==> config.mk <==
export PLATFORM = sky130hd
export DESIGN_NAME = pipelined_cla_adder
export DESIGN_NICKNAME = d
export VERILOG_FILES = /design/src/rtl/pipelined_cla_adder.sv
export SDC_FILE = /design/constraint.sdc
export NUM_CORES = 1
export LEC_CHECK = 0
export ABC_AREA = 0
export BUFFER_PORTS_ARGS = -buffer_cell sky130_fd_sc_hd__buf_2
export CORE_MARGIN = 2
export CORE_UTILIZATION = 27
export DETAILED_ROUTE_END_ITERATION = 10
export GPL_ROUTABILITY_DRIVEN = 0
export MAX_ROUTING_LAYER = met4
export SYNTH_ARGS = -nofsm -noshare
export SYNTH_HDL_FRONTEND = slang
export SYNTH_SLANG_ARGS = --single-unit
==> constraint.sdc <==
create_clock -name clk -period 7.4 [get_ports clk]
set_clock_uncertainty 0.15 [all_clocks]
set_input_delay 2.22 -clock clk [delete_from_list [all_inputs] [get_ports clk]]
set_output_delay 2.22 -clock clk [all_outputs]
set_load 0.03 [all_outputs]
==> src/rtl/pipelined_cla_adder.sv <==
// Pipelined carry-lookahead add/sub: one BLOCK-bit lookahead group per stage, group carry registered between stages.
// Latency NSTAGE = WIDTH/BLOCK cycles from the input transfer edge; one operation per cycle when not stalled.
// Backpressure: stall = out_valid & ~out_ready freezes every stage and drops in_ready. Optional macro CLA_OVF_EN adds ovf.
module pipelined_cla_adder #(
    parameter int WIDTH = 32,
    parameter int BLOCK = 8
) (
    input  logic             clk,
    input  logic             rst,
    input  logic             in_valid,
    output logic             in_ready,
    input  logic [WIDTH-1:0] A,
    input  logic [WIDTH-1:0] B,
    input  logic             C_in,
    input  logic             sub,
    output logic             out_valid,
    input  logic             out_ready,
    output logic [WIDTH-1:0] S,
    output logic             C_out
`ifdef CLA_OVF_EN
    ,
    output logic             ovf
`endif
);

    // WIDTH must be a multiple of BLOCK; the stage count truncates otherwise.
    localparam int NSTAGE = WIDTH / BLOCK;

    // One lookahead group: {carry_out, sum}. Every internal carry is written as
    // a flat sum-of-products of G/P terms and the group carry-in (no rippling).
    function automatic logic [BLOCK:0] cla_group(
        input logic [BLOCK-1:0] a,
        input logic [BLOCK-1:0] b,
        input logic             cin
    );
        logic [BLOCK-1:0] g;
        logic [BLOCK-1:0] p;
        logic [BLOCK:0]   c;
        logic             term;
        g    = a & b;
        p    = a ^ b;
        c    = '0;
        c[0] = cin;
        for (int i = 0; i < BLOCK; i++) begin
            term = cin;
            for (int m = 0; m <= i; m++) term = term & p[m];
            c[i+1] = term;
            for (int j = 0; j <= i; j++) begin
                term = g[j];
                for (int m = j + 1; m <= i; m++) term = term & p[m];
                c[i+1] = c[i+1] | term;
            end
        end
        return {c[BLOCK], p ^ c[BLOCK-1:0]};
    endfunction

    logic             stall;
    logic [WIDTH-1:0] b_eff;
    logic             cin0;

    // Subtraction folds into the adder: invert B and force the carry-in.
    assign stall    = out_valid & ~out_ready;
    assign in_ready = ~stall;
    assign b_eff    = sub ? ~B : B;
    assign cin0     = sub | C_in;

    for (genvar k = 0; k < NSTAGE; k++) begin : g_stage
        // Operand bits still to be consumed when entering stage k (groups k..NSTAGE-1).
        localparam int OW = WIDTH - k * BLOCK;

        logic [OW-1:0]          a_src;
        logic [OW-1:0]          b_src;
        logic                   c_src;
        logic                   v_src;
        logic [BLOCK:0]         grp;
        logic [(k+1)*BLOCK-1:0] s_nxt;
        logic [(k+1)*BLOCK-1:0] s_q;
        logic                   c_q;
        logic                   v_q;

        if (k == 0) begin : g_head
            assign a_src = A;
            assign b_src = b_eff;
            assign c_src = cin0;
            assign v_src = in_valid;
            assign s_nxt = grp[BLOCK-1:0];
        end else begin : g_tail
            assign a_src = g_stage[k-1].g_ops.a_q;
            assign b_src = g_stage[k-1].g_ops.b_q;
            assign c_src = g_stage[k-1].c_q;
            assign v_src = g_stage[k-1].v_q;
            assign s_nxt = {grp[BLOCK-1:0], g_stage[k-1].s_q};
        end

        // The lowest pending group is always the one this stage resolves.
        assign grp = cla_group(a_src[BLOCK-1:0], b_src[BLOCK-1:0], c_src);

        // Result bits accumulated so far, group carry and slot valid; hold on stall.
        always_ff @(posedge clk or posedge rst) begin
            if (rst) begin
                s_q <= '0;
                c_q <= 1'b0;
                v_q <= 1'b0;
            end else if (!stall) begin
                s_q <= s_nxt;
                c_q <= grp[BLOCK];
                v_q <= v_src;
            end
        end

        if (k < NSTAGE - 1) begin : g_ops
            logic [OW-BLOCK-1:0] a_q;
            logic [OW-BLOCK-1:0] b_q;

            // Skew: upper operand groups wait here until their carry arrives.
            always_ff @(posedge clk or posedge rst) begin
                if (rst) begin
                    a_q <= '0;
                    b_q <= '0;
                end else if (!stall) begin
                    a_q <= a_src[OW-1:BLOCK];
                    b_q <= b_src[OW-1:BLOCK];
                end
            end
        end
    end

    assign S         = g_stage[NSTAGE-1].s_q;
    assign C_out     = g_stage[NSTAGE-1].c_q;
    assign out_valid = g_stage[NSTAGE-1].v_q;

`ifdef CLA_OVF_EN
    logic ovf_nxt;
    logic ovf_q;

    // Carry into the MSB is recovered as P ^ S at that bit (sum = P ^ carry).
    assign ovf_nxt = g_stage[NSTAGE-1].a_src[BLOCK-1] ^ g_stage[NSTAGE-1].b_src[BLOCK-1]
                   ^ g_stage[NSTAGE-1].grp[BLOCK-1] ^ g_stage[NSTAGE-1].grp[BLOCK];

    // Overflow flag registered alongside the last result group.
    always_ff @(posedge clk or posedge rst) begin
        if (rst) begin
            ovf_q <= 1'b0;
        end else if (!stall) begin
            ovf_q <= ovf_nxt;
        end
    end

    assign ovf = ovf_q;
`endif

endmodule
==> impl_results.html, run 1 <==
<table>
<tr><th>Metric</th><th>Value</th></tr>
<tr><th colspan="2">Outcome</th></tr>
<tr><td>Status</td><td>finished, final reports clean</td></tr>
<tr><th colspan="2">Clock network</th></tr>
<tr><td>Maximum clock insertion buffer count</td><td>2</td></tr>
<tr><td>Number of gates resized after CTS</td><td>0</td></tr>
<tr><td>Clock transition at the register clock pins on the worst setup and hold paths after CTS</td><td>70 ps</td></tr>
<tr><td>Library cell used as clock root buffer</td><td>sky130_fd_sc_hd__clkbuf_16</td></tr>
<tr><td>Buffer count from post-CTS setup fixing</td><td>0</td></tr>
<tr><td>Number of hold buffers added after CTS</td><td>0</td></tr>
<tr><td>Level count of the clock H-tree</td><td>4</td></tr>
<tr><td>TritonCTS buffer count</td><td>17</td></tr>
<tr><td>Clock net sink count</td><td>184</td></tr>
<tr><td>Clock Latency Late Sink</td><td>420 ps</td></tr>
<tr><td>TritonCTS clock tree</td><td>built</td></tr>
<tr><th colspan="2">Detailed routing</th></tr>
<tr><td>Via density per instance</td><td>4.25</td></tr>
<tr><td>Antenna Nets Post-Route</td><td>0</td></tr>
<tr><td>Met2 wire length</td><td>7.72 mm</td></tr>
<tr><td>Metal3 WL</td><td>539 microns</td></tr>
<tr><td>WL met1</td><td>8.06 mm</td></tr>
<tr><td>First drt pass iteration count</td><td>4</td></tr>
<tr><td>DRC errors left</td><td>0</td></tr>
<tr><td>Top sig layer</td><td>met4</td></tr>
<tr><td>Average wire per cell in the routed design</td><td>12.1 microns</td></tr>
<tr><td>Routed WL</td><td>16.5 mm</td></tr>
<tr><td>Number of DRC markers after the initial detailed-route iteration</td><td>346</td></tr>
<tr><td>Total via count after detailed routing</td><td>5805</td></tr>
<tr><th colspan="2">Yosys</th></tr>
<tr><td>Sequential fraction of the synthesis area</td><td>56.0%</td></tr>
<tr><td>Post-synthesis net count</td><td>995</td></tr>
<tr><td>Synth Area per Inst</td><td>9.29 sq um</td></tr>
<tr><td>Count of distinct cell types in the synthesized netlist</td><td>24</td></tr>
<tr><td>Post-Synthesis Cell Area</td><td>8220 sq um</td></tr>
<tr><td>Flop and latch count out of synthesis</td><td>184</td></tr>
<tr><td>Yosys warns</td><td>0</td></tr>
<tr><td>Synthesized netlist cell count</td><td>885</td></tr>
<tr><th colspan="2">Worst hold path</th></tr>
<tr><td>Hold Path Class</td><td>reg -&gt; reg</td></tr>
<tr><td>Cell count of the worst hold path</td><td>2</td></tr>
<tr><td>Beginning of the worst hold path</td><td>S[14]$_DFFE_PP0N_</td></tr>
<tr><td>Endpoint of the worst hold-timing path</td><td>S[14]$_DFFE_PP0N_</td></tr>
<tr><th colspan="2">Setup path</th></tr>
<tr><td>Critical path type</td><td>in -&gt; out</td></tr>
<tr><td>Number of buffers and inverters on the critical path</td><td>3</td></tr>
<tr><td>Cell class contributing the biggest share of worst-path delay</td><td>buffers and inverters</td></tr>
<tr><td>Sequence of cells on the critical path</td><td>buf_2, nor2b_4, inv_6, buf_2</td></tr>
<tr><td>Critical path origin</td><td>out_ready</td></tr>
<tr><td>Reg2Reg Capture Point</td><td>g_stage[1].g_ops.b_q[13]$_DFFE_PP0N_</td></tr>
<tr><td>Worst endpoint data arrival time</td><td>3080 ps</td></tr>
<tr><td>Largest fanout on the critical path</td><td>69</td></tr>
<tr><td>Flop-to-flop setup slack</td><td>5120 ps</td></tr>
<tr><td>Cell with the biggest individual delay on the critical path</td><td>sky130_fd_sc_hd__inv_6</td></tr>
<tr><td>Worst Path Required</td><td>5030 ps</td></tr>
<tr><td>Most common cell on crit path</td><td>sky130_fd_sc_hd__buf_2</td></tr>
<tr><td>Critical path endpoint category</td><td>primary output</td></tr>
<tr><td>Reg2Reg Depth</td><td>5</td></tr>
<tr><td>Sort of element at the start of the critical path</td><td>input pin</td></tr>
<tr><td>Start of the worst register-to-register path</td><td>out_valid$_DFFE_PP0N_</td></tr>
<tr><td>Largest stage delay, worst path</td><td>330 ps</td></tr>
<tr><th colspan="2">Place</th></tr>
<tr><td>Detailed-placement wirelength estimate</td><td>10.4 mm</td></tr>
<tr><td>Pre-CTS setup slack</td><td>1940 ps</td></tr>
<tr><td>Count of buffers from port buffering</td><td>104</td></tr>
<tr><th colspan="2">Timing</th></tr>
<tr><td>Sum of negative setup slack</td><td>0 ps</td></tr>
<tr><td>Transition time of the tightest slew-check pin</td><td>1100 ps</td></tr>
<tr><td>Min cycle time layout</td><td>5450 ps</td></tr>
<tr><td>Slew Limit Headroom</td><td>26.5%</td></tr>
<tr><td>Final Worst Setup Slack</td><td>1950 ps</td></tr>
<tr><td>Finish-stage setup viols</td><td>0</td></tr>
<tr><td>Post-route fraction of the period consumed by the critical path</td><td>73.6%</td></tr>
<tr><td>Setup repair after global routing missed its margin</td><td>no</td></tr>
<tr><td>Max Slew Vio Count</td><td>0</td></tr>
<tr><td>Final hold vios</td><td>0</td></tr>
<tr><td>Max Clk Rate</td><td>0.184 GHz</td></tr>
<tr><th colspan="2">Power and ir drop</th></tr>
<tr><td>Switching component of the power</td><td>1620 uW</td></tr>
<tr><td>Fraction of power consumed by sequential logic</td><td>39.9%</td></tr>
<tr><td>Clock share of power</td><td>22.9%</td></tr>
<tr><td>Sw Share</td><td>38.1%</td></tr>
<tr><td>Internal Power</td><td>2630 uW</td></tr>
<tr><td>Combinational fraction of design power</td><td>37.2%</td></tr>
<tr><td>Total power after layout</td><td>4250 uW</td></tr>
<tr><td>Power per unit of standard cell area</td><td>437 nW/um^2</td></tr>
<tr><td>Static leakage</td><td>0.00491 uW</td></tr>
<tr><td>Peak supply drop</td><td>0.000145 V</td></tr>
<tr><th colspan="2">Cells and area</th></tr>
<tr><td>Nets</td><td>1076</td></tr>
<tr><td>Inserted Diodes</td><td>0</td></tr>
<tr><td>Share of final-layout standard cells stronger than drive strength 1</td><td>15.5%</td></tr>
<tr><td>Total of fill cells in the finished design</td><td>3148</td></tr>
<tr><td>Area of the multi-input gates</td><td>3410 sq um</td></tr>
<tr><td>Commonest non-fill, non-tap cell in the layout</td><td>sky130_fd_sc_hd__nand2_1</td></tr>
<tr><td>Commonest cells after routing, fill and taps aside</td><td>sky130_fd_sc_hd__nand2_1, sky130_fd_sc_hd__dfrtp_1, sky130_fd_sc_hd__buf_2</td></tr>
<tr><td>Area added between synthesis and finish</td><td>18.2%</td></tr>
<tr><td>Sequential cell area</td><td>4600 sq um</td></tr>
<tr><th colspan="2">GRT</th></tr>
<tr><td>Congestion Overflow GR</td><td>0</td></tr>
<tr><td>First-pass GRT wire length</td><td>28.4 mm</td></tr>
<tr><td>Maximum number of pins on one net before global-route repair</td><td>205</td></tr>
<tr><td>Global router's overall resource usage</td><td>11.6%</td></tr>
<tr><td>Via count of the first global-routing pass</td><td>5778</td></tr>
<tr><td>Initial antenna violation count</td><td>0</td></tr>
<tr><th colspan="2">Die</th></tr>
<tr><td>Floorplan core area</td><td>29800 sq um</td></tr>
<tr><td>Starting Density</td><td>27.6%</td></tr>
<tr><td>Die span in y</td><td>179 microns</td></tr>
<tr><td>Die Wd</td><td>179 microns</td></tr>
<tr><td>Number of standard-cell rows in the floorplan</td><td>63</td></tr>
<tr><td>Count of boundary I/O pins</td><td>105</td></tr>
<tr><td>Die footprint</td><td>31900 sq um</td></tr>
<tr><th colspan="2">Run</th></tr>
<tr><td>Maximum capacitance violations</td><td>0</td></tr>
</table>
power by group through the flow:
stage          sequential (uW)  combinational (uW)  clock, uW
6_report                  1690                1580        974
3_5_place_dp              1720                1620          0
2_1_floorplan             1850                1090          0
4_1_cts                   1700                1630       1010
5_1_grt                   1760                1820       1060
3_3_place_gp              1710                1580          0
stage by stage:
stage          cells  util, %  hold slack (ps)  cell area (sq um)
2_1_floorplan    885        -              280               8220
3_3_place_gp    1337     30.5              291               9100
3_5_place_dp    1337     30.5              301               9100
4_1_cts         1367     32.6              317               9720
5_1_grt         1367     32.6              328               9720
6_report        1367     32.6              310               9720
cells in the mapped netlist:
cell / number / area, sq um
sky130_fd_sc_hd__nor2b_1: 1 / 6.26
sky130_fd_sc_hd__nor3_2: 2 / 20.0
sky130_fd_sc_hd__o21ai_1: 4 / 20.0
sky130_fd_sc_hd__or2_2: 1 / 6.26
sky130_fd_sc_hd__a21oi_1: 26 / 130
sky130_fd_sc_hd__ha_1: 36 / 450
sky130_fd_sc_hd__o31ai_1: 4 / 30.0
sky130_fd_sc_hd__a21o_1: 12 / 90.1
sky130_fd_sc_hd__buf_1: 10 / 37.5
sky130_fd_sc_hd__clkbuf_1: 22 / 82.6
sky130_fd_sc_hd__xor2_1: 17 / 149
sky130_fd_sc_hd__buf_2: 13 / 65.1
sky130_fd_sc_hd__o21ai_0: 35 / 175
sky130_fd_sc_hd__nor2_1: 26 / 97.6
sky130_fd_sc_hd__nand2_1: 417 / 1570
sky130_fd_sc_hd__a2111oi_4: 4 / 110
sky130_fd_sc_hd__a31o_2: 4 / 35.0
sky130_fd_sc_hd__a211oi_1: 4 / 30.0
sky130_fd_sc_hd__fa_1: 4 / 80.1
sky130_fd_sc_hd__nand2b_1: 5 / 31.3
sky130_fd_sc_hd__nor3_1: 6 / 30.0
sky130_fd_sc_hd__dfrtp_1: 184 / 4600
sky130_fd_sc_hd__inv_1: 9 / 33.8
sky130_fd_sc_hd__xnor2_1: 39 / 342
area by class of cell:
type	instances	share of cell area (%)
inverter	9	0.476
sequential	184	47.4
timing repair buffer	107	5.72
clock inverter	13	1.98
multi-input combinational	647	35.0
clock buffer	17	4.38
tap	390	5.02
layer usage:
layer  up-vias  GRT usage, %
met5         -             -
met4         0          3.62
met3        15          2.37
met2        73          18.7
met1      2761          14.6
li1       2956             -
worst reg2reg max path, stage by stage (launching register included):
cell and delay (ps):
sky130_fd_sc_hd__dfrtp_1 380, sky130_fd_sc_hd__nor2b_4 150, sky130_fd_sc_hd__inv_6 330, sky130_fd_sc_hd__buf_4 900
sky130_fd_sc_hd__nand2_1 210, sky130_fd_sc_hd__nand2_1 110
sequential cells by signal, indices dropped and copies added (netlist names):
register and flops:
g_stage.s_q 48, g_stage.g_ops.a_q 48, S 32, g_stage.v_q 3, g_stage.c_q 3, C_out 1, out_valid 1, g_stage.g_ops.b_q 48
worst max path at each step:
stage	end	cells after the start	slack (ps)
final	in_ready	4	1950
after global placement	in_ready	4	1950
after CTS	in_ready	4	1940
after floorplan	C_out$_DFFE_PP0N_	1	30
after global routing	in_ready	4	1860
after detailed placement	in_ready	4	1940
cell families after synthesis:
family	count (synthesis)	share of synthesized area, %
XOR/XNOR	56	5.97
AO/OA/AOI/OAI	93	7.55
adder cells (fa/ha/maj)	40	6.45
buffers and inverters	54	2.66
AND/OR/NAND/NOR	458	21.4
flip-flops	184	56.0
Note: power is estimated with default switching activity, not from simulation.
==> run 2: changes to the inputs <==
Clock period 7.4 ns to 5 ns, I/O delays scaled along.
==> impl_results.html, run 2 (synthesis results as in run 1) <==
<table>
<tr><th>Metric</th><th>Value</th></tr>
<tr><th colspan="2">Power and ir drop</th></tr>
<tr><td>Static leakage</td><td>0.00491 uW (about the same)</td></tr>
<tr><td>Power per unit of standard cell area</td><td>641 nW/um^2 (was 437 nW/um^2)</td></tr>
<tr><td>Peak supply drop</td><td>0.000216 V (was 0.000145 V)</td></tr>
<tr><th colspan="2">Detailed routing</th></tr>
<tr><td>Routed WL</td><td>17.1 mm (was 16.5 mm)</td></tr>
<tr><td>DRC errors left</td><td>0 (unchanged)</td></tr>
<tr><td>Via density per instance</td><td>4.18 (was 4.25)</td></tr>
<tr><td>First drt pass iteration count</td><td>4 (unchanged)</td></tr>
<tr><td>Antenna Nets Post-Route</td><td>0 (unchanged)</td></tr>
<tr><td>Average wire per cell in the routed design</td><td>12.5 microns (was 12.1 microns)</td></tr>
<tr><td>Total via count after detailed routing</td><td>5732 (was 5805)</td></tr>
<tr><td>Number of DRC markers after the initial detailed-route iteration</td><td>307 (was 346)</td></tr>
<tr><th colspan="2">Setup path</th></tr>
<tr><td>Reg2Reg Depth</td><td>7 (was 5)</td></tr>
<tr><td>Sort of element at the start of the critical path</td><td>input pin (unchanged)</td></tr>
<tr><td>Critical path endpoint category</td><td>primary output (unchanged)</td></tr>
<tr><td>Critical path type</td><td>in -&gt; out (unchanged)</td></tr>
<tr><td>Largest fanout on the critical path</td><td>6 (was 69)</td></tr>
<tr><td>Worst endpoint data arrival time</td><td>2060 ps (was 3080 ps)</td></tr>
<tr><td>Start of the worst register-to-register path</td><td>g_stage[0].g_ops.a_q[0]$_DFFE_PP0N_ (was out_valid$_DFFE_PP0N_)</td></tr>
<tr><td>Worst Path Required</td><td>3350 ps (was 5030 ps)</td></tr>
<tr><td>Critical path origin</td><td>out_ready (unchanged)</td></tr>
<tr><th colspan="2">Die</th></tr>
<tr><td>Starting Density</td><td>27.6% (unchanged)</td></tr>
<tr><td>Count of boundary I/O pins</td><td>105 (unchanged)</td></tr>
<tr><td>Floorplan core area</td><td>29800 sq um (unchanged)</td></tr>
<tr><td>Die footprint</td><td>31900 sq um (unchanged)</td></tr>
<tr><td>Die Wd</td><td>179 microns (unchanged)</td></tr>
<tr><td>Die span in y</td><td>179 microns (unchanged)</td></tr>
<tr><td>Number of standard-cell rows in the floorplan</td><td>63 (unchanged)</td></tr>
<tr><th colspan="2">Timing</th></tr>
<tr><td>Min cycle time layout</td><td>3710 ps</td></tr>
<tr><td>Sum of negative setup slack</td><td>0 ps (unchanged)</td></tr>
<tr><td>Final hold vios</td><td>0 (unchanged)</td></tr>
<tr><td>Transition time of the tightest slew-check pin</td><td>1080 ps (was 1100 ps)</td></tr>
<tr><td>Max Clk Rate</td><td>0.270 GHz</td></tr>
<tr><td>Finish-stage setup viols</td><td>0 (unchanged)</td></tr>
<tr><td>Max Slew Vio Count</td><td>0 (unchanged)</td></tr>
<tr><td>Slew Limit Headroom</td><td>27.9% (was 26.5%)</td></tr>
<tr><td>Setup repair after global routing missed its margin</td><td>no (unchanged)</td></tr>
<tr><td>Final Worst Setup Slack</td><td>1290 ps (was 1950 ps)</td></tr>
<tr><td>Post-route fraction of the period consumed by the critical path</td><td>74.2%</td></tr>
<tr><th colspan="2">GRT</th></tr>
<tr><td>Maximum number of pins on one net before global-route repair</td><td>205 (unchanged)</td></tr>
<tr><td>Fraction of met2 tracks used by global routing</td><td>18.6% (was 18.7%)</td></tr>
<tr><td>Global routing met1 resource utilization</td><td>15.4% (was 14.6%)</td></tr>
<tr><td>Global router's overall resource usage</td><td>11.8% (was 11.6%)</td></tr>
<tr><td>Via count of the first global-routing pass</td><td>5761 (was 5778)</td></tr>
<tr><td>Most crowded layer after global routing</td><td>met2 (unchanged)</td></tr>
<tr><td>Congestion Overflow GR</td><td>0 (unchanged)</td></tr>
<tr><td>First-pass GRT wire length</td><td>28.9 mm (was 28.4 mm)</td></tr>
<tr><td>Met3 routing resource usage after global routing</td><td>2.43% (was 2.37%)</td></tr>
<tr><td>Initial antenna violation count</td><td>0 (unchanged)</td></tr>
<tr><th colspan="2">Clock network</th></tr>
<tr><td>Library cell used as clock root buffer</td><td>sky130_fd_sc_hd__clkbuf_16 (unchanged)</td></tr>
<tr><td>Number of hold buffers added after CTS</td><td>0 (unchanged)</td></tr>
<tr><td>TritonCTS buffer count</td><td>17 (unchanged)</td></tr>
<tr><td>Clock transition at the register clock pins on the worst setup and hold paths after CTS</td><td>80 ps (was 70 ps)</td></tr>
<tr><td>TritonCTS clock tree</td><td>built (unchanged)</td></tr>
<tr><td>Clock net sink count</td><td>184 (unchanged)</td></tr>
<tr><td>Buffer count from post-CTS setup fixing</td><td>0 (unchanged)</td></tr>
<tr><td>Clock Latency Late Sink</td><td>430 ps (was 420 ps)</td></tr>
<tr><td>Level count of the clock H-tree</td><td>4 (unchanged)</td></tr>
<tr><td>Number of gates resized after CTS</td><td>0 (unchanged)</td></tr>
<tr><td>Maximum clock insertion buffer count</td><td>2 (unchanged)</td></tr>
<tr><th colspan="2">Cells and area</th></tr>
<tr><td>Sequential cell area</td><td>4600 sq um (unchanged)</td></tr>
<tr><td>Area of the multi-input gates</td><td>3410 sq um (unchanged)</td></tr>
<tr><td>Nets</td><td>1078 (was 1076)</td></tr>
<tr><td>Share of final-layout standard cells stronger than drive strength 1</td><td>15.8% (was 15.5%)</td></tr>
<tr><td>Area added between synthesis and finish</td><td>18.3% (was 18.2%)</td></tr>
<tr><td>Inserted Diodes</td><td>0 (unchanged)</td></tr>
<tr><td>Registers with the most flip-flops</td><td>g_stage.g_ops.a_q: 48 flops, g_stage.g_ops.b_q: 48 flops, g_stage.s_q: 48 flops (unchanged)</td></tr>
<tr><td>Commonest non-fill, non-tap cell in the layout</td><td>sky130_fd_sc_hd__nand2_1 (unchanged)</td></tr>
<tr><td>Commonest cells after routing, fill and taps aside</td><td>sky130_fd_sc_hd__nand2_1, sky130_fd_sc_hd__dfrtp_1, sky130_fd_sc_hd__buf_2 (unchanged)</td></tr>
<tr><td>Total of fill cells in the finished design</td><td>3176 (was 3148)</td></tr>
<tr><th colspan="2">Worst hold path</th></tr>
<tr><td>Beginning of the worst hold path</td><td>S[12]$_DFFE_PP0N_ (was S[14]$_DFFE_PP0N_)</td></tr>
<tr><td>Cell count of the worst hold path</td><td>2 (unchanged)</td></tr>
<tr><td>Hold Path Class</td><td>reg -&gt; reg (unchanged)</td></tr>
<tr><th colspan="2">Run</th></tr>
<tr><td>Maximum capacitance violations</td><td>0 (unchanged)</td></tr>
<tr><th colspan="2">Place</th></tr>
<tr><td>Detailed-placement wirelength estimate</td><td>11.1 mm (was 10.4 mm)</td></tr>
<tr><td>Pre-CTS setup slack</td><td>947 ps (was 1940 ps)</td></tr>
<tr><td>Count of buffers from port buffering</td><td>104 (unchanged)</td></tr>
<tr><th colspan="2">Outcome</th></tr>
<tr><td>Status</td><td>finished, final reports clean (unchanged)</td></tr>
</table>
[run 2: cell count changes in the layout (fill, tap and decap cells not counted)]
| cell | before | now |
|---|---|---|
| sky130_fd_sc_hd__buf_12 | 1 | 2 |
| sky130_fd_sc_hd__buf_4 | 2 | 3 |
| sky130_fd_sc_hd__bufinv_16 | 4 | 0 |
| sky130_fd_sc_hd__clkinv_2 | 1 | 0 |
| sky130_fd_sc_hd__clkinv_8 | 0 | 5 |
| sky130_fd_sc_hd__inv_6 | 5 | 4 |
| sky130_fd_sc_hd__inv_8 | 1 | 4 |
[run 2: worst paths after layout]
kind	to	slack, ps
max in group asynchronous	g_stage[2].g_ops.b_q[2]$_DFFE_PP0N_	2730
setup reg to reg	g_stage[1].s_q[12]$_DFFE_PP0N_	2810
hold / removal	S[12]$_DFFE_PP0N_	310
hold reg to reg	S[12]$_DFFE_PP0N_	310
min in group asynchronous	S[14]$_DFFE_PP0N_	1210
setup / recovery	in_ready	1290
[run 2: report_power, final]
group          leakage [uW]  internal, uW  switching, uW  total, uW
combinational       0.00241           901           1450       2350
clock              0.000290           678            683       1360
sequential          0.00221          2160            360       2520
total               0.00491          3740           2500       6230
[run 2: cell type report]
class                           count  area share (%)
Inverter                            9           0.437
Tap cell                          390            5.02
Sequential cell                   184            47.3
Timing Repair Buffer              109            5.99
Clock buffer                       17            4.37
Clock inverter                     15            1.83
Multi-Input combinational cell    647            35.0
[run 2: critical path, stage by stage]
cell and delay [ps]:
sky130_fd_sc_hd__buf_2 110, sky130_fd_sc_hd__nor2b_4 180, sky130_fd_sc_hd__inv_6 70, sky130_fd_sc_hd__buf_2 180
[run 2: routing by layer]
metal	wire length, microns	vias up	part of all wire, %
met5	0	-	0
met4	192	0	1.1
met3	485	13	2.8
met2	8270	71	48
met1	8190	2686	48
li1	-	2962	-
[run 2: stage by stage]
| stage | hold WS (ps) | power (uW) | cell area (sq um) | util [%] | cells |
|---|---|---|---|---|---|
| 3_5_place_dp | 301 | 4960 | 9120 | 30.6 | 1339 |
| 2_1_floorplan | 280 | 4350 | 8230 | - | 885 |
| 5_1_grt | 336 | 6800 | 9730 | 32.6 | 1371 |
| 3_3_place_gp | 295 | 4880 | 9120 | 30.6 | 1339 |
| 6_report | 314 | 6230 | 9730 | 32.6 | 1371 |
| 4_1_cts | 319 | 6370 | 9730 | 32.6 | 1371 |
==> run 3: changes to the inputs <==
Clock period 5 ns to 3 ns, I/O delays scaled along.
==> impl_results.html, run 3 (synthesis results as in run 1) <==
<table>
<tr><th>Metric</th><th>Value</th></tr>
<tr><th colspan="2">Outcome</th></tr>
<tr><td>Status</td><td>finished, final reports clean (unchanged)</td></tr>
<tr><th colspan="2">Clock network</th></tr>
<tr><td>Maximum clock insertion buffer count</td><td>2 (unchanged)</td></tr>
<tr><td>Number of gates resized after CTS</td><td>0 (unchanged)</td></tr>
<tr><td>Clock transition at the register clock pins on the worst setup and hold paths after CTS</td><td>70 ps (was 80 ps)</td></tr>
<tr><td>Library cell used as clock root buffer</td><td>sky130_fd_sc_hd__clkbuf_16 (unchanged)</td></tr>
<tr><td>Buffer count from post-CTS setup fixing</td><td>0 (unchanged)</td></tr>
<tr><td>Number of hold buffers added after CTS</td><td>0 (unchanged)</td></tr>
<tr><td>Clock Latency Late Sink</td><td>430 ps (about the same)</td></tr>
<tr><td>Clock net sink count</td><td>184 (unchanged)</td></tr>
<tr><td>TritonCTS buffer count</td><td>17 (unchanged)</td></tr>
<tr><td>TritonCTS clock tree</td><td>built (unchanged)</td></tr>
<tr><td>Level count of the clock H-tree</td><td>4 (unchanged)</td></tr>
<tr><th colspan="2">Setup path</th></tr>
<tr><td>Largest fanout on the critical path</td><td>7 (was 6)</td></tr>
<tr><td>Critical Path Sink</td><td>g_stage[0].s_q[4]$_DFFE_PP0N_ (was in_ready)</td></tr>
<tr><td>Cell with the biggest individual delay on the critical path</td><td>sky130_fd_sc_hd__ha_1 (was sky130_fd_sc_hd__nor2b_4)</td></tr>
<tr><td>Sequence of cells on the critical path</td><td>buf_2, xor2_1, ha_1, ha_1, o21ai_2, nand2b_1, a21o_1, a211oi_1, o31ai_1 (was buf_2, nor2b_4, inv_6, buf_2)</td></tr>
<tr><td>Worst Path Required</td><td>3120 ps (was 3350 ps)</td></tr>
<tr><td>Critical path type</td><td>in -&gt; reg (was in -&gt; out)</td></tr>
<tr><td>Critical path origin</td><td>sub (was out_ready)</td></tr>
<tr><td>Reg2Reg Depth</td><td>7 (unchanged)</td></tr>
<tr><td>Worst endpoint data arrival time</td><td>2650 ps (was 2060 ps)</td></tr>
<tr><td>Reg2Reg Capture Point</td><td>g_stage[2].s_q[20]$_DFFE_PP0N_ (was g_stage[1].s_q[12]$_DFFE_PP0N_)</td></tr>
<tr><td>Sort of element at the start of the critical path</td><td>input pin (unchanged)</td></tr>
<tr><td>Critical path endpoint category</td><td>register (was primary output)</td></tr>
<tr><td>Most common cell on crit path</td><td>sky130_fd_sc_hd__ha_1 (was sky130_fd_sc_hd__buf_2)</td></tr>
<tr><td>Largest stage delay, worst path</td><td>260 ps (was 180 ps)</td></tr>
<tr><td>Flop-to-flop setup slack</td><td>770 ps (was 2810 ps)</td></tr>
<tr><td>Start of the worst register-to-register path</td><td>g_stage[1].g_ops.a_q[0]$_DFFE_PP0N_ (was g_stage[0].g_ops.a_q[0]$_DFFE_PP0N_)</td></tr>
<tr><th colspan="2">Timing</th></tr>
<tr><td>Setup repair after global routing missed its margin</td><td>no (unchanged)</td></tr>
<tr><td>Sum of negative setup slack</td><td>0 ps (unchanged)</td></tr>
<tr><td>Final hold vios</td><td>0 (unchanged)</td></tr>
<tr><td>Min cycle time layout</td><td>2520 ps</td></tr>
<tr><td>Post-route fraction of the period consumed by the critical path</td><td>84.1%</td></tr>
<tr><td>Finish-stage setup viols</td><td>0 (unchanged)</td></tr>
<tr><td>Transition time of the tightest slew-check pin</td><td>1060 ps (was 1080 ps)</td></tr>
<tr><td>Max Slew Vio Count</td><td>0 (unchanged)</td></tr>
<tr><td>Slew Limit Headroom</td><td>29.1% (was 27.9%)</td></tr>
<tr><td>Max Clk Rate</td><td>0.396 GHz</td></tr>
<tr><th colspan="2">Die</th></tr>
<tr><td>Starting Density</td><td>27.6% (unchanged)</td></tr>
<tr><td>Die span in y</td><td>179 microns (unchanged)</td></tr>
<tr><td>Number of standard-cell rows in the floorplan</td><td>63 (unchanged)</td></tr>
<tr><td>Die footprint</td><td>31900 sq um (unchanged)</td></tr>
<tr><td>Die Wd</td><td>179 microns (unchanged)</td></tr>
<tr><td>Floorplan core area</td><td>29800 sq um (unchanged)</td></tr>
<tr><td>Count of boundary I/O pins</td><td>105 (unchanged)</td></tr>
<tr><th colspan="2">Cells and area</th></tr>
<tr><td>Commonest cells after routing, fill and taps aside</td><td>sky130_fd_sc_hd__nand2_1, sky130_fd_sc_hd__dfrtp_1, sky130_fd_sc_hd__buf_2 (unchanged)</td></tr>
<tr><td>Commonest non-fill, non-tap cell in the layout</td><td>sky130_fd_sc_hd__nand2_1 (unchanged)</td></tr>
<tr><td>Total of fill cells in the finished design</td><td>3179 (was 3176)</td></tr>
<tr><td>Inserted Diodes</td><td>0 (unchanged)</td></tr>
<tr><td>Nets</td><td>1083 (was 1078)</td></tr>
<tr><td>Share of final-layout standard cells stronger than drive strength 1</td><td>16.3% (was 15.8%)</td></tr>
<tr><td>Registers with the most flip-flops</td><td>g_stage.g_ops.a_q: 48 flops, g_stage.g_ops.b_q: 48 flops, g_stage.s_q: 48 flops (unchanged)</td></tr>
<tr><td>Area added between synthesis and finish</td><td>19.7% (was 18.3%)</td></tr>
<tr><th colspan="2">Detailed routing</th></tr>
<tr><td>Average wire per cell in the routed design</td><td>12.5 microns (about the same)</td></tr>
<tr><td>DRC errors left</td><td>0 (unchanged)</td></tr>
<tr><td>Via density per instance</td><td>4.21 (was 4.18)</td></tr>
<tr><td>Total via count after detailed routing</td><td>5796 (was 5732)</td></tr>
<tr><td>First drt pass iteration count</td><td>4 (unchanged)</td></tr>
<tr><td>Routed WL</td><td>17.2 mm (was 17.1 mm)</td></tr>
<tr><td>Antenna Nets Post-Route</td><td>0 (unchanged)</td></tr>
<tr><td>Number of DRC markers after the initial detailed-route iteration</td><td>277 (was 307)</td></tr>
<tr><th colspan="2">Power and ir drop</th></tr>
<tr><td>Power per unit of standard cell area</td><td>1070 nW/um^2 (was 641 nW/um^2)</td></tr>
<tr><td>Static leakage</td><td>0.00497 uW (was 0.00491 uW)</td></tr>
<tr><td>Total power after layout</td><td>10500 uW (was 6230 uW)</td></tr>
<tr><td>Peak supply drop</td><td>0.000375 V (was 0.000216 V)</td></tr>
<tr><th colspan="2">GRT</th></tr>
<tr><td>Maximum number of pins on one net before global-route repair</td><td>205 (unchanged)</td></tr>
<tr><td>First-pass GRT wire length</td><td>28.9 mm (about the same)</td></tr>
<tr><td>Via count of the first global-routing pass</td><td>5744 (was 5761)</td></tr>
<tr><td>Global router's overall resource usage</td><td>11.8% (about the same)</td></tr>
<tr><td>Initial antenna violation count</td><td>0 (unchanged)</td></tr>
<tr><td>Congestion Overflow GR</td><td>0 (unchanged)</td></tr>
<tr><th colspan="2">Run</th></tr>
<tr><td>Maximum capacitance violations</td><td>0 (unchanged)</td></tr>
<tr><th colspan="2">Place</th></tr>
<tr><td>Detailed-placement wirelength estimate</td><td>11.3 mm (was 11.1 mm)</td></tr>
<tr><td>Count of buffers from port buffering</td><td>104 (unchanged)</td></tr>
<tr><th colspan="2">Worst hold path</th></tr>
<tr><td>Beginning of the worst hold path</td><td>g_stage[2].v_q$_DFFE_PP0N_ (was S[12]$_DFFE_PP0N_)</td></tr>
<tr><td>Cell count of the worst hold path</td><td>1 (was 2)</td></tr>
<tr><td>Hold Path Class</td><td>reg -&gt; reg (unchanged)</td></tr>
</table>
==> run 3: metal layers <==
| metal | up-vias | part of all wire, % | global-route usage [%] |
|---|---|---|---|
| met3 | 11 | 2.7 | 2.56 |
| met5 | - | 0 | - |
| met1 | 2717 | 48 | 15.4 |
| li1 | 2988 | - | - |
| met2 | 80 | 48 | 18.7 |
| met4 | 0 | 1.1 | 3.08 |
==> run 3: how the worst min path moves through the flow <==
| stage | endpoint | slack [ps] |
|---|---|---|
| after CTS | out_valid$_DFFE_PP0N_ | 310 |
| after floorplan | g_stage[2].v_q$_DFFE_PP0N_ | 280 |
| final | out_valid$_DFFE_PP0N_ | 310 |
| after global routing | out_valid$_DFFE_PP0N_ | 310 |
| after detailed placement | S[13]$_DFFE_PP0N_ | 300 |
| after global placement | g_stage[2].v_q$_DFFE_PP0N_ | 290 |
==> run 3: where the power goes <==
group / switching, uW / internal [uW]
Combinational: 2440 / 1520
Sequential: 590 / 3590
Clock: 1160 / 1220
==> run 3: final cells by class <==
class | count | area, sq um | share of cell area, %
clock buffers | 17 | 425 | 4.32
clock inverters | 15 | 203 | 2.06
repair buffers | 114 | 671 | 6.81
multi-input cells | 647 | 3410 | 34.6
well taps | 390 | 488 | 4.96
inverters | 9 | 42.5 | 0.432
flip-flops and latches | 184 | 4600 | 46.8
==> run 3: through the flow <==
step / util (%) / worst slack (ps) / instances / instance area, sq um / hold WS [ps]
3_5_place_dp: 30.9 / 7.73 / 1344 / 9220 / 301
3_3_place_gp: 30.9 / 69.9 / 1344 / 9220 / 293
4_1_cts: 33.0 / 463 / 1376 / 9840 / 311
5_1_grt: 33.0 / 357 / 1376 / 9840 / 314
2_1_floorplan: - / -415 / 885 / 8240 / 280
6_report: 33.0 / 476 / 1376 / 9840 / 306
==> run 3: critical path, delay by kind of cell <==
family	cells	cell delay [ps]
xor gates and xnor gates	1	210
and+or+nand+nor	1	120
adders and majority gates	2	450
buffers and inverters	1	220
AOI/OAI and AO/OA	4	750
